--- src/rtl/sparc_pkg.sv ---
// rtl/sparc_pkg.sv - shared encodings for the SPARC-V8 subset control unit
// State enum, mux-select codes, opcodes and instruction field helpers.
package sparc_pkg;

    typedef enum logic [2:0] {
        ST_RST     = 3'd0,
        ST_FETCH   = 3'd1,
        ST_READ    = 3'd2,
        ST_DECODE  = 3'd3,
        ST_ARITH   = 3'd4,
        ST_WB      = 3'd5,
        ST_PCUPD   = 3'd6,
        ST_UNUSED  = 3'd7
    } state_e;

    localparam logic [1:0] ALUA_PA    = 2'd0;
    localparam logic [1:0] ALUA_PC    = 2'd1;

    localparam logic [2:0] ALUB_PB    = 3'd0;
    localparam logic [2:0] ALUB_EXT   = 3'd1;
    localparam logic [2:0] ALUB_FOUR  = 3'd2;
    localparam logic [2:0] ALUB_ZERO  = 3'd3;

    localparam logic [1:0] PCIN_NPC   = 2'd0;
    localparam logic [1:0] PCIN_ALU   = 2'd1;
    localparam logic [1:0] PCIN_ZERO  = 2'd3;

    localparam logic [1:0] EXT_SIMM13 = 2'd0;

    localparam logic       MDR_SEL_RAM = 1'b0;

    localparam logic [5:0] ALU_ADD    = 6'b000000;
    localparam logic [5:0] RAM_LDW    = 6'b000000;

    localparam logic [1:0] OP_ARITH   = 2'b10;

    function automatic logic [1:0] ir_op(input logic [31:0] ir);
        return ir[31:30];
    endfunction

    function automatic logic [4:0] ir_rd(input logic [31:0] ir);
        return ir[29:25];
    endfunction

    function automatic logic [5:0] ir_op3(input logic [31:0] ir);
        return ir[24:19];
    endfunction

    function automatic logic [4:0] ir_rs1(input logic [31:0] ir);
        return ir[18:14];
    endfunction

    function automatic logic ir_imm(input logic [31:0] ir);
        return ir[13];
    endfunction

    function automatic logic [4:0] ir_rs2(input logic [31:0] ir);
        return ir[4:0];
    endfunction

endpackage

--- src/rtl/sparc_control_unit.sv ---
// rtl/sparc_control_unit.sv - fetch/decode/execute sequencer for the SPARC-V8 subset datapath
// Moore outputs from state and IR; MFC only steers the next state.
module sparc_control_unit
    import sparc_pkg::*;
(
    input  logic        Clk,
    input  logic        RESET,
    input  logic [31:0] IR_Out,
    input  logic        MFC,
    output logic        NPC_enable,
    output logic        PC_enable,
    output logic        MDR_Enable,
    output logic        MAR_Enable,
    output logic        register_file_enable,
    output logic        RAM_enable,
    output logic        PSR_Enable,
    output logic [1:0]  extender_select,
    output logic [1:0]  PC_In_Mux_select,
    output logic [1:0]  ALUA_Mux_select,
    output logic [2:0]  ALUB_Mux_select,
    output logic        MDR_Mux_select,
    output logic [4:0]  in_PC,
    output logic [4:0]  in_PA,
    output logic [4:0]  in_PB,
    output logic [5:0]  ALU_op,
    output logic [5:0]  RAM_OpCode
);

    state_e state_q;
    state_e state_d;

    logic unused_ir_bits;
    assign unused_ir_bits = ^IR_Out[12:5];

    assign in_PC = ir_rd(IR_Out);
    assign in_PA = ir_rs1(IR_Out);
    assign in_PB = ir_rs2(IR_Out);

    always_ff @(posedge Clk) begin
        if (!RESET) begin
            state_q <= ST_RST;
        end else begin
            state_q <= state_d;
        end
    end

    always_comb begin
        state_d = ST_RST;
        case (state_q)
            ST_RST:    state_d = ST_FETCH;
            ST_FETCH:  state_d = ST_READ;
            ST_READ:   state_d = MFC ? ST_DECODE : ST_READ;
            ST_DECODE: state_d = (ir_op(IR_Out) == OP_ARITH) ? ST_ARITH : ST_PCUPD;
            ST_ARITH:  state_d = ST_WB;
            ST_WB:     state_d = ST_PCUPD;
            ST_PCUPD:  state_d = ST_FETCH;
            default:   state_d = ST_RST;
        endcase
    end

    always_comb begin
        NPC_enable           = 1'b0;
        PC_enable            = 1'b0;
        MDR_Enable           = 1'b0;
        MAR_Enable           = 1'b0;
        register_file_enable = 1'b0;
        RAM_enable           = 1'b0;
        PSR_Enable           = 1'b0;
        extender_select      = EXT_SIMM13;
        PC_In_Mux_select     = PCIN_NPC;
        ALUA_Mux_select      = ALUA_PA;
        ALUB_Mux_select      = ALUB_PB;
        MDR_Mux_select       = MDR_SEL_RAM;
        ALU_op               = ALU_ADD;
        RAM_OpCode           = RAM_LDW;

        case (state_q)
            ST_RST: begin
                PC_In_Mux_select = PCIN_ZERO;
                PC_enable        = 1'b1;
            end
            ST_FETCH: begin
                ALUA_Mux_select = ALUA_PC;
                ALUB_Mux_select = ALUB_ZERO;
                ALU_op          = ALU_ADD;
                MAR_Enable      = 1'b1;
            end
            ST_READ: begin
                RAM_enable     = 1'b1;
                RAM_OpCode     = RAM_LDW;
                MDR_Mux_select = MDR_SEL_RAM;
                MDR_Enable     = 1'b1;
            end
            // ARITH and WB drive identical ALU controls so ALU_Out is stable at write-back.
            ST_ARITH, ST_WB: begin
                ALUA_Mux_select = ALUA_PA;
                ALUB_Mux_select = ir_imm(IR_Out) ? ALUB_EXT : ALUB_PB;
                extender_select = EXT_SIMM13;
                ALU_op          = ir_op3(IR_Out);
                if (state_q == ST_ARITH) begin
                    PSR_Enable = IR_Out[23];
                end else begin
                    register_file_enable = (ir_rd(IR_Out) != 5'd0);
                end
            end
            ST_PCUPD: begin
                ALUA_Mux_select  = ALUA_PC;
                ALUB_Mux_select  = ALUB_FOUR;
                ALU_op           = ALU_ADD;
                PC_In_Mux_select = PCIN_ALU;
                PC_enable        = 1'b1;
            end
            default: begin
            end
        endcase
    end

endmodule

--- config.mk ---
export PLATFORM = sky130hd
export DESIGN_NAME = sparc_control_unit
export DESIGN_NICKNAME = d
export VERILOG_FILES = /design/src/rtl/sparc_pkg.sv /design/src/rtl/sparc_control_unit.sv
export SDC_FILE = /design/constraint.sdc
export NUM_CORES = 1
export LEC_CHECK = 0
export ABC_AREA = 1
export CAP_MARGIN = 10
export CORE_ASPECT_RATIO = 1.4
export CORE_UTILIZATION = 22
export DETAILED_ROUTE_END_ITERATION = 16
export PLACE_DENSITY = 0.8
export SYNTH_ARGS = -nofsm -noshare
export SYNTH_HDL_FRONTEND = slang
export SYNTH_SLANG_ARGS = --single-unit
--- constraint.sdc ---
create_clock -name Clk -period 1.28 [get_ports Clk]
set_input_delay 0.192 -clock Clk [delete_from_list [all_inputs] [get_ports Clk]]
set_output_delay 0.192 -clock Clk [all_outputs]
set_load 0.01 [all_outputs]
After elaboration in Yosys (flattened, before gate mapping)
Index checks and enable logic that the tools add are counted.

storage, ports and cells
  output and inout bits = 44
  bits of input ports = 35
  logic and storage cells = 28
  flip-flop bits (word level) = 3

cells by class
  reduce and logical (&&, ||, !) cells = 5
  equality and inequality tests = 7
  muxes and demuxes = 15

operators with widths
  kind                number
  $pmux 3 s6          1
  $mux 1              10
  $eq 3x3->1 const B  3
  $eq 3x2->1 const B  2
  $mux 6              1
  $pmux 2 s3          1
  $reduce_or 2->1     3
  $reduce_bool 5->1   1
  $pmux 2 s2          1
  $eq 3x1->1 const B  1
  $logic_not 3->1     1
  $eq 2x2->1 const B  1
  $mux 2              1

Logic depth before layout (Yosys ltp)
Gate-level depths: netlist of the first run.

  depth in word-level cells = 3
  depth in mapped cells = 5
  mapped depth without buffers = 5

Worst setup path after synthesis of the first run
Ideal clock, no wire load.

  path type = reg-to-output
  start = register state_q[2]
  end = output port PC_In_Mux_select[0]
  arrival = 1001 ps
  setup slack = 87 ps
  required time = 1088 ps
  stages on the path, launching flop included = 5
  path buffers = 1
  path through = dfxtp_1 -> inv_2 -> nand2_1 -> o21ai_0 -> buf_4

between the ends
  longest elaborated chain between the ends = 2
  elaborated cells on any way between the ends = 3

RTL lines
  element                                               line                      source
  start: declaration                                    sparc_control_unit.sv:29  state_e state_q;
  start signal: assignment                              sparc_control_unit.sv:43  state_q <= state_d;
  $eq 3x3->1 / $logic_not 3->1 (equally long branches)  sparc_control_unit.sv:77  case (state_q)
  $pmux 2 s2 *                                          sparc_control_unit.sv:77
  end: declaration                                      sparc_control_unit.sv:18  output logic [1:0] PC_In_Mux_select,

Mark *: on every way between the ends. The rest lies on a longest branch, timed or not.

Final worst setup path of the first run
  start = input port IR_Out[26]
  end = output port register_file_enable

between the ends
  longest elaborated chain between the ends = 3

RTL lines
  element             line                       source
  start: declaration  sparc_control_unit.sv:8    input logic [31:0] IR_Out,
  $reduce_bool 5->1   sparc_control_unit.sv:103  register_file_enable = (ir_rd(IR_Out) != 5'd0);
  $mux 1              sparc_control_unit.sv:100  if (state_q == ST_ARITH) begin
  $mux 1              sparc_control_unit.sv:77
  end: declaration    sparc_control_unit.sv:14   output logic register_file_enable,

Every way passes these cells.

==> impl_metrics.csv, run 1 <==
group,metric,value,unit
synth,yosysWarnings,0,
power,power.density,721.2,nW/um^2
die,core_area,2044,sq um
critical_path,path_depth,6,
die,top_level_ports,79,
synth,yosys.area.top_type_share,0.4557,
detailed_routing,routedWlPerCell,10.14,microns
finish,diodes,0,
synth,synth_cell_types,17,
synth,ys.flop_type,"dfxtp_1",
detailed_routing,num_vias,506,
die,die_w,42.06,microns
global_routing,grt_pass1_vias,441,
finish,largest_reg_flops,3,
critical_path,worstPathRequired,1.09,ns
synth,yosys.area.top_type,"buf_4",
clock_tree,ctsHtreeMaxLevel,1,
placement,dp_cells,126,
power,p_switching,0.2014,mW
power,swShare,0.3605,
sta,fmax,798.4,MHz
sta,timing.hold.ws,0.3840,ns
power,power.leakage,0.4661,nW
critical_path,critPathKind,"in -> out",
critical_path,crit_fanout,2,
sta,rsz0062_at_grt,"true",
critical_path,reg2reg_depth,7,
placement,dp_hpwl,968.2,microns
synth,synth_cells,81,
clock_tree,cts_tree,"done",
power,power_frac_seq,0.214,
detailed_routing,drc,0,
clock_tree,clock_latency,0.23,ns
power,clock_power_share,0.298,
detailed_routing,initialDrtViolationCount,1,
placement,finalWeightedCongestion,0.7135,
sta,finalMaxSlewViolations,0,
clock_tree,cts_buffers,3,
synth,yosysMostFrequentCell,"buf_4",
placement,portBuffers,38,
clock_tree,holdBufCountCts,0,
synth,syn_area,494.2,sq um
finish,stdcell_count,133,
outcome,status,"finished, final reports clean",
detailed_routing,ant_nets,0,
finish,fin_nets,148,
finish,top_register,"state_q",
worst_hold_path,worstHoldPathType,"in -> out",
finish,drive_gt1_frac,0.3750,
synth,postSynthAreaPerCell,6.102,sq um
sta,min_period,1.253,ns
power,p_int,0.3572,mW
critical_path,cp-start-kind,"input port",
synth,yosysSeqAreaShare,0.1215,
detailed_routing,totalWireLength,1.349,mm
global_routing,grt.total_usage,0.1082,
global_routing,grt_overflow,0,
synth,synth.area.top_cells,"buf_4, dfxtp_1, inv_1, nor2_1, nand2_1",
critical_path,rrSetupSlack,0.23,ns
power,max-vdd-ir-drop,0.2925,mV
global_routing,antenna_found_initial,0,
sta,finalHoldViolCount,0,
die,row_count,19,
critical_path,cp-end-kind,"output port",
finish,area_growth,56.71,%
power,power.share.combinational,0.488,
finish,largestRegisters,"state_q (3)",
worst_hold_path,min_path_cells,0,
synth,postSynth.asyncResetShare,0,
critical_path,path_buf_inv,3,
global_routing,grt_pass1_wl,2.007,mm
clock_tree,cts_buffer_depth,2,
clock_tree,root_buffer,"clkbuf_4",
critical_path,path_delay_family,"buffers and inverters",
critical_path,path_cells,"clkdlybuf4s50_1, nor2_1, nand2_1, o21ai_1, inv_1, buf_6",
critical_path,worstPathArrival,1.06,ns
synth,ys_ff_latch,3,
critical_path,slowest_stage,"clkdlybuf4s50_1",
global_routing,grt_start_max_net_pins,9,
synth,synth_commonest_cells,"buf_4, inv_1, nor2_1",
critical_path,cpPeakStageDelay,0.41,ns
die,die_h,58.08,microns
run,maxCapViolCount,0,
sta,finalClockSkew,0.001368,ns
die,start_util,0.2417,
detailed_routing,first_pass_iters,2,
die,dieArea,2443,sq um
detailed_routing,vias_per_cell,3.805,
synth,synth_enable_flop_cells,0,
sta,min_period_over_period,0.9785,
sta,setup_viol,0,
clock_tree,cts_sinks,3,
==> final timing paths <==
kind	start	end
hold / removal	IR_Out[18]	in_PA[4]
setup reg to reg	state_q[1]	state_q[0]
hold reg to reg	state_q[0]	state_q[1]
setup / recovery	IR_Out[26]	register_file_enable
==> final cells by class <==
type                            instances  area (sq um)
Sequential cell                         3         68.82
Tap cell                               21         26.28
Multi-Input combinational cell         43         222.7
Inverter                               15         58.81
Fill cell                             222          1270
Timing Repair Buffer                   47         371.6
Clock buffer                            4         26.28
==> layer usage <==
layer  wire (microns)  share of wire  vias up  GRT usage
met2              781           0.58       26     0.1942
met5                0              0        -          0
met3               91          0.067        4    0.03115
li1                 -              -      258          -
met4               21          0.016        0    0.08036
met1              454           0.34      218     0.1032
==> power groups by stage <==
stage / sequential (mW) / combinational, mW / clock, mW
6_report: 0.120 / 0.273 / 0.166
5_1_grt: 0.121 / 0.300 / 0.191
4_1_cts: 0.115 / 0.266 / 0.174
3_5_place_dp: 0.114 / 0.291 / 0
3_3_place_gp: 0.114 / 0.284 / 0
2_1_floorplan: 0.109 / 0.199 / 0
==> timing repair <==
action	CTS	global route
pin swaps	2	3
endpoints found under the setup margin	22	15
gates resized for setup	76	13
endpoints found under the hold margin	0	0
setup buffers	3	0
==> cell families (layout without fill, tap and decap cells) <==
family	Yosys count	count (layout)	synth area share
AO/OA/AOI/OAI	4	4	0.04808
flip-flops	3	3	0.1215
AND/OR/NAND/NOR	27	27	0.2430
other	1	12	0.007588
buffers and inverters	46	66	0.5798
==> placed cells by master, fill, tap and decap left out <==
cell type        count
nand3_1              5
o21ai_1              1
nor3_2               1
a21oi_1              1
a21oi_2              1
nor2_1               8
clkdlybuf4s50_1     14
inv_4                1
dlymetal6s2s_1       2
inv_2                1
inv_1               13
nand2_1              8
clkbuf_2             2
clkbuf_1             1
conb_1              12
nor3_4               1
buf_2               14
dfxtp_4              2
o21ai_2              1
buf_6                2
dlygate4sd2_1        5
nand2_8              1
clkbuf_4             3
nor2_2               3
dfxtp_2              1
buf_4                8
==> stage by stage <==
stage	instance area [sq um]	total power [mW]	util	setup TNS [ns]	setup WS [ns]
2_1_floorplan	535.5	0.3079	-	0	0.08717
3_3_place_gp	757.0	0.3978	0.3703	-3.439	-0.2945
3_5_place_dp	757.0	0.4053	0.3703	-3.949	-0.3328
4_1_cts	752.0	0.5562	0.3678	0	0.004091
5_1_grt	774.5	0.6123	0.3788	-0.3408	-0.04909
6_report	774.5	0.5586	0.3788	0	0.02747
Note: power is estimated with default switching activity, not from simulation.
==> inputs of run 2 (changes only) <==
CORE_MARGIN = 3   (was default)
PLACE_DENSITY = 0.78   (was 0.8)
RECOVER_POWER = 25   (was default)
==> run 2 against run 1 <==
Clock-buffer cell count is the same. Sequential power shrank 4%. Core utilization grew 6.6 points. Largest power group unchanged. Power grew 14%. Routed wire length rose by 12%. Cell count increased by 7.5%.
==> impl_metrics.csv, run 2 (synthesized netlist as in run 1, its figures left out) <==
group,metric,value,unit
outcome,status,"finished, final reports clean",
critical_path,crit_top_cell,"buf_6",
critical_path,worstPathRequired,1.09,ns
clock_tree,holdBufCountCts,0,
finish,mostFrequentLayoutCells,"buf_2, buf_4, inv_1",
sta,min_period_over_period,0.9997,
global_routing,grt_pass1_vias,548,
clock_tree,ctsHtreeMaxLevel,1,
critical_path,path_buf_inv,3,
sta,setup_viol,0,
critical_path,reg2reg_depth,6,
critical_path,r2r_start,"state_q[1]",
finish,drive_gt1_frac,0.4672,
critical_path,cpPeakStageDelay,0.36,ns
worst_hold_path,hold_end,"in_PA[2]",
finish,largestRegisters,"state_q (3)",
global_routing,grt_start_max_net_pins,9,
sta,finalClockSkew,0.001824,ns
finish,diodes,0,
clock_tree,cts_buffer_depth,2,
power,max-vdd-ir-drop,0.3559,mV
critical_path,cp-end-kind,"output port",
global_routing,grt_overflow,0,
sta,setup_ws,0.0003993,ns
placement,dp_hpwl,1.155,mm
critical_path,r2r-end,"state_q[2]",
finish,fin_area,909.6,sq um
run,maxCapViolCount,0,
global_routing,grt_pass1_wl,2.290,mm
placement,postPlaceCellArea,779.5,sq um
finish,final_common_cell,"buf_2",
critical_path,critPathKind,"reg -> out",
detailed_routing,initialDrtViolationCount,2,
die,top_level_ports,79,
detailed_routing,drc,0,
finish,final_core_util,0.4449,
critical_path,crit_fanout,6,
placement,finalWeightedCongestion,0.6587,
sta,finalMaxSlewViolations,0,
die,die_h,62.08,microns
detailed_routing,routedWlPerCell,10.59,microns
critical_path,rrSetupSlack,0.27,ns
clock_tree,cts_tree,"done",
clock_tree,cts_buffers,3,
die,start_util,0.2417,
worst_hold_path,min_path_cells,0,
critical_path,path_delay_family,"flip-flops",
critical_path,cp-start-kind,"flop",
critical_path,worstPathArrival,1.09,ns
sta,fmax,781.5,MHz
critical_path,path_cells,"buf_4, nand3_4, nand2_4, buf_6, buf_6",
clock_tree,cts_sinks,3,
die,core_area,2044,sq um
global_routing,antenna_found_initial,0,
die,die_w,46.06,microns
power,power.leakage,0.5432,nW
die,dieArea,2859,sq um
detailed_routing,first_pass_iters,4,
finish,fin_nets,158,
sta,finalHoldViolCount,0,
die,row_count,19,
detailed_routing,num_vias,585,
clock_tree,clkTransAtPathRegs,0.04,ns
worst_hold_path,worstHoldPathType,"in -> out",
placement,portBuffers,38,
sta,min_period,1.280,ns
power,finalPower,0.6369,mW
detailed_routing,ant_nets,0,
finish,top_register,"state_q",
finish,nFillCells,228,
detailed_routing,totalWireLength,1.514,mm
power,power.density,700.2,nW/um^2
worst_hold_path,hold_start,"IR_Out[16]",
sta,rsz0062_at_grt,"true",
finish,area_growth,84.05,%
critical_path,slowest_stage,"dfxtp_4",
clock_tree,root_buffer,"clkbuf_4",
global_routing,grt.total_usage,0.1131,
placement,dpl_worst_slack,-0.3476,ns
detailed_routing,vias_per_cell,4.091,
finish,largest_reg_flops,3,
clock_tree,clock_latency,0.23,ns
==> run 2: cell types whose count changed in the layout (fill, tap and decap cells not counted), sizes merged <==
cell | before | now
buf | 24 | 35
clkbuf | 6 | 5
clkdlybuf4s50 | 14 | 12
dlymetal6s2s | 2 | 4
==> run 2: routing by layer <==
layer | global-route usage | vias up | wire length (microns)
li1 | - | 280 | -
met1 | 0.09107 | 255 | 379
met2 | 0.2343 | 46 | 843
met3 | 0.03458 | 4 | 260
met4 | 0.04878 | 0 | 30
met5 | 0 | - | 0
==> run 2: timing repair <==
item	4_1_cts	5_1_grt
buffers inserted	9	3
pin swaps	4	6
resized for setup	91	14
gates cloned	0	0
endpoints found under the setup margin	22	15
==> run 2: area by class of cell <==
class | instances | area [sq um] | share of cell area
multi-input combinational | 43 | 265.3 | 0.2916
timing repair buffer | 57 | 466.7 | 0.5131
sequential | 3 | 68.82 | 0.07565
tap | 21 | 26.28 | 0.02889
inverter | 15 | 56.30 | 0.06190
clock buffer | 4 | 26.28 | 0.02889
==> run 2: worst max path at each step <==
stage                           from                   end  slack, ns  cells past startpoint
after global routing      state_q[2]            PSR_Enable      -0.05                      4
after CTS                 state_q[1]  register_file_enable      -0.09                      8
after floorplan           state_q[2]   PC_In_Mux_select[0]       0.09                      4
final                     state_q[0]    ALUA_Mux_select[0]     0.0004                      5
after detailed placement  IR_Out[26]  register_file_enable      -0.35                      6
after global placement    IR_Out[23]            PSR_Enable      -0.30                      4
==> run 2: power breakdown <==
group	leakage, nW	total, mW	internal (mW)	switching (mW)
sequential	0.0264	0.115	0.103	0.0116
clock	0.0150	0.163	0.117	0.0464
combinational	0.502	0.359	0.192	0.168
total	0.543	0.637	0.411	0.226
==> run 2: metrics by stage <==
step	TNS [ns]	cells	hold slack (ns)
after floorplan	0	92	0.3210
after global placement	-3.900	129	0.3841
after detailed placement	-4.432	129	0.3841
after CTS	-0.1677	142	0.3841
after global routing	-0.2155	143	0.3840
final	0	143	0.3840
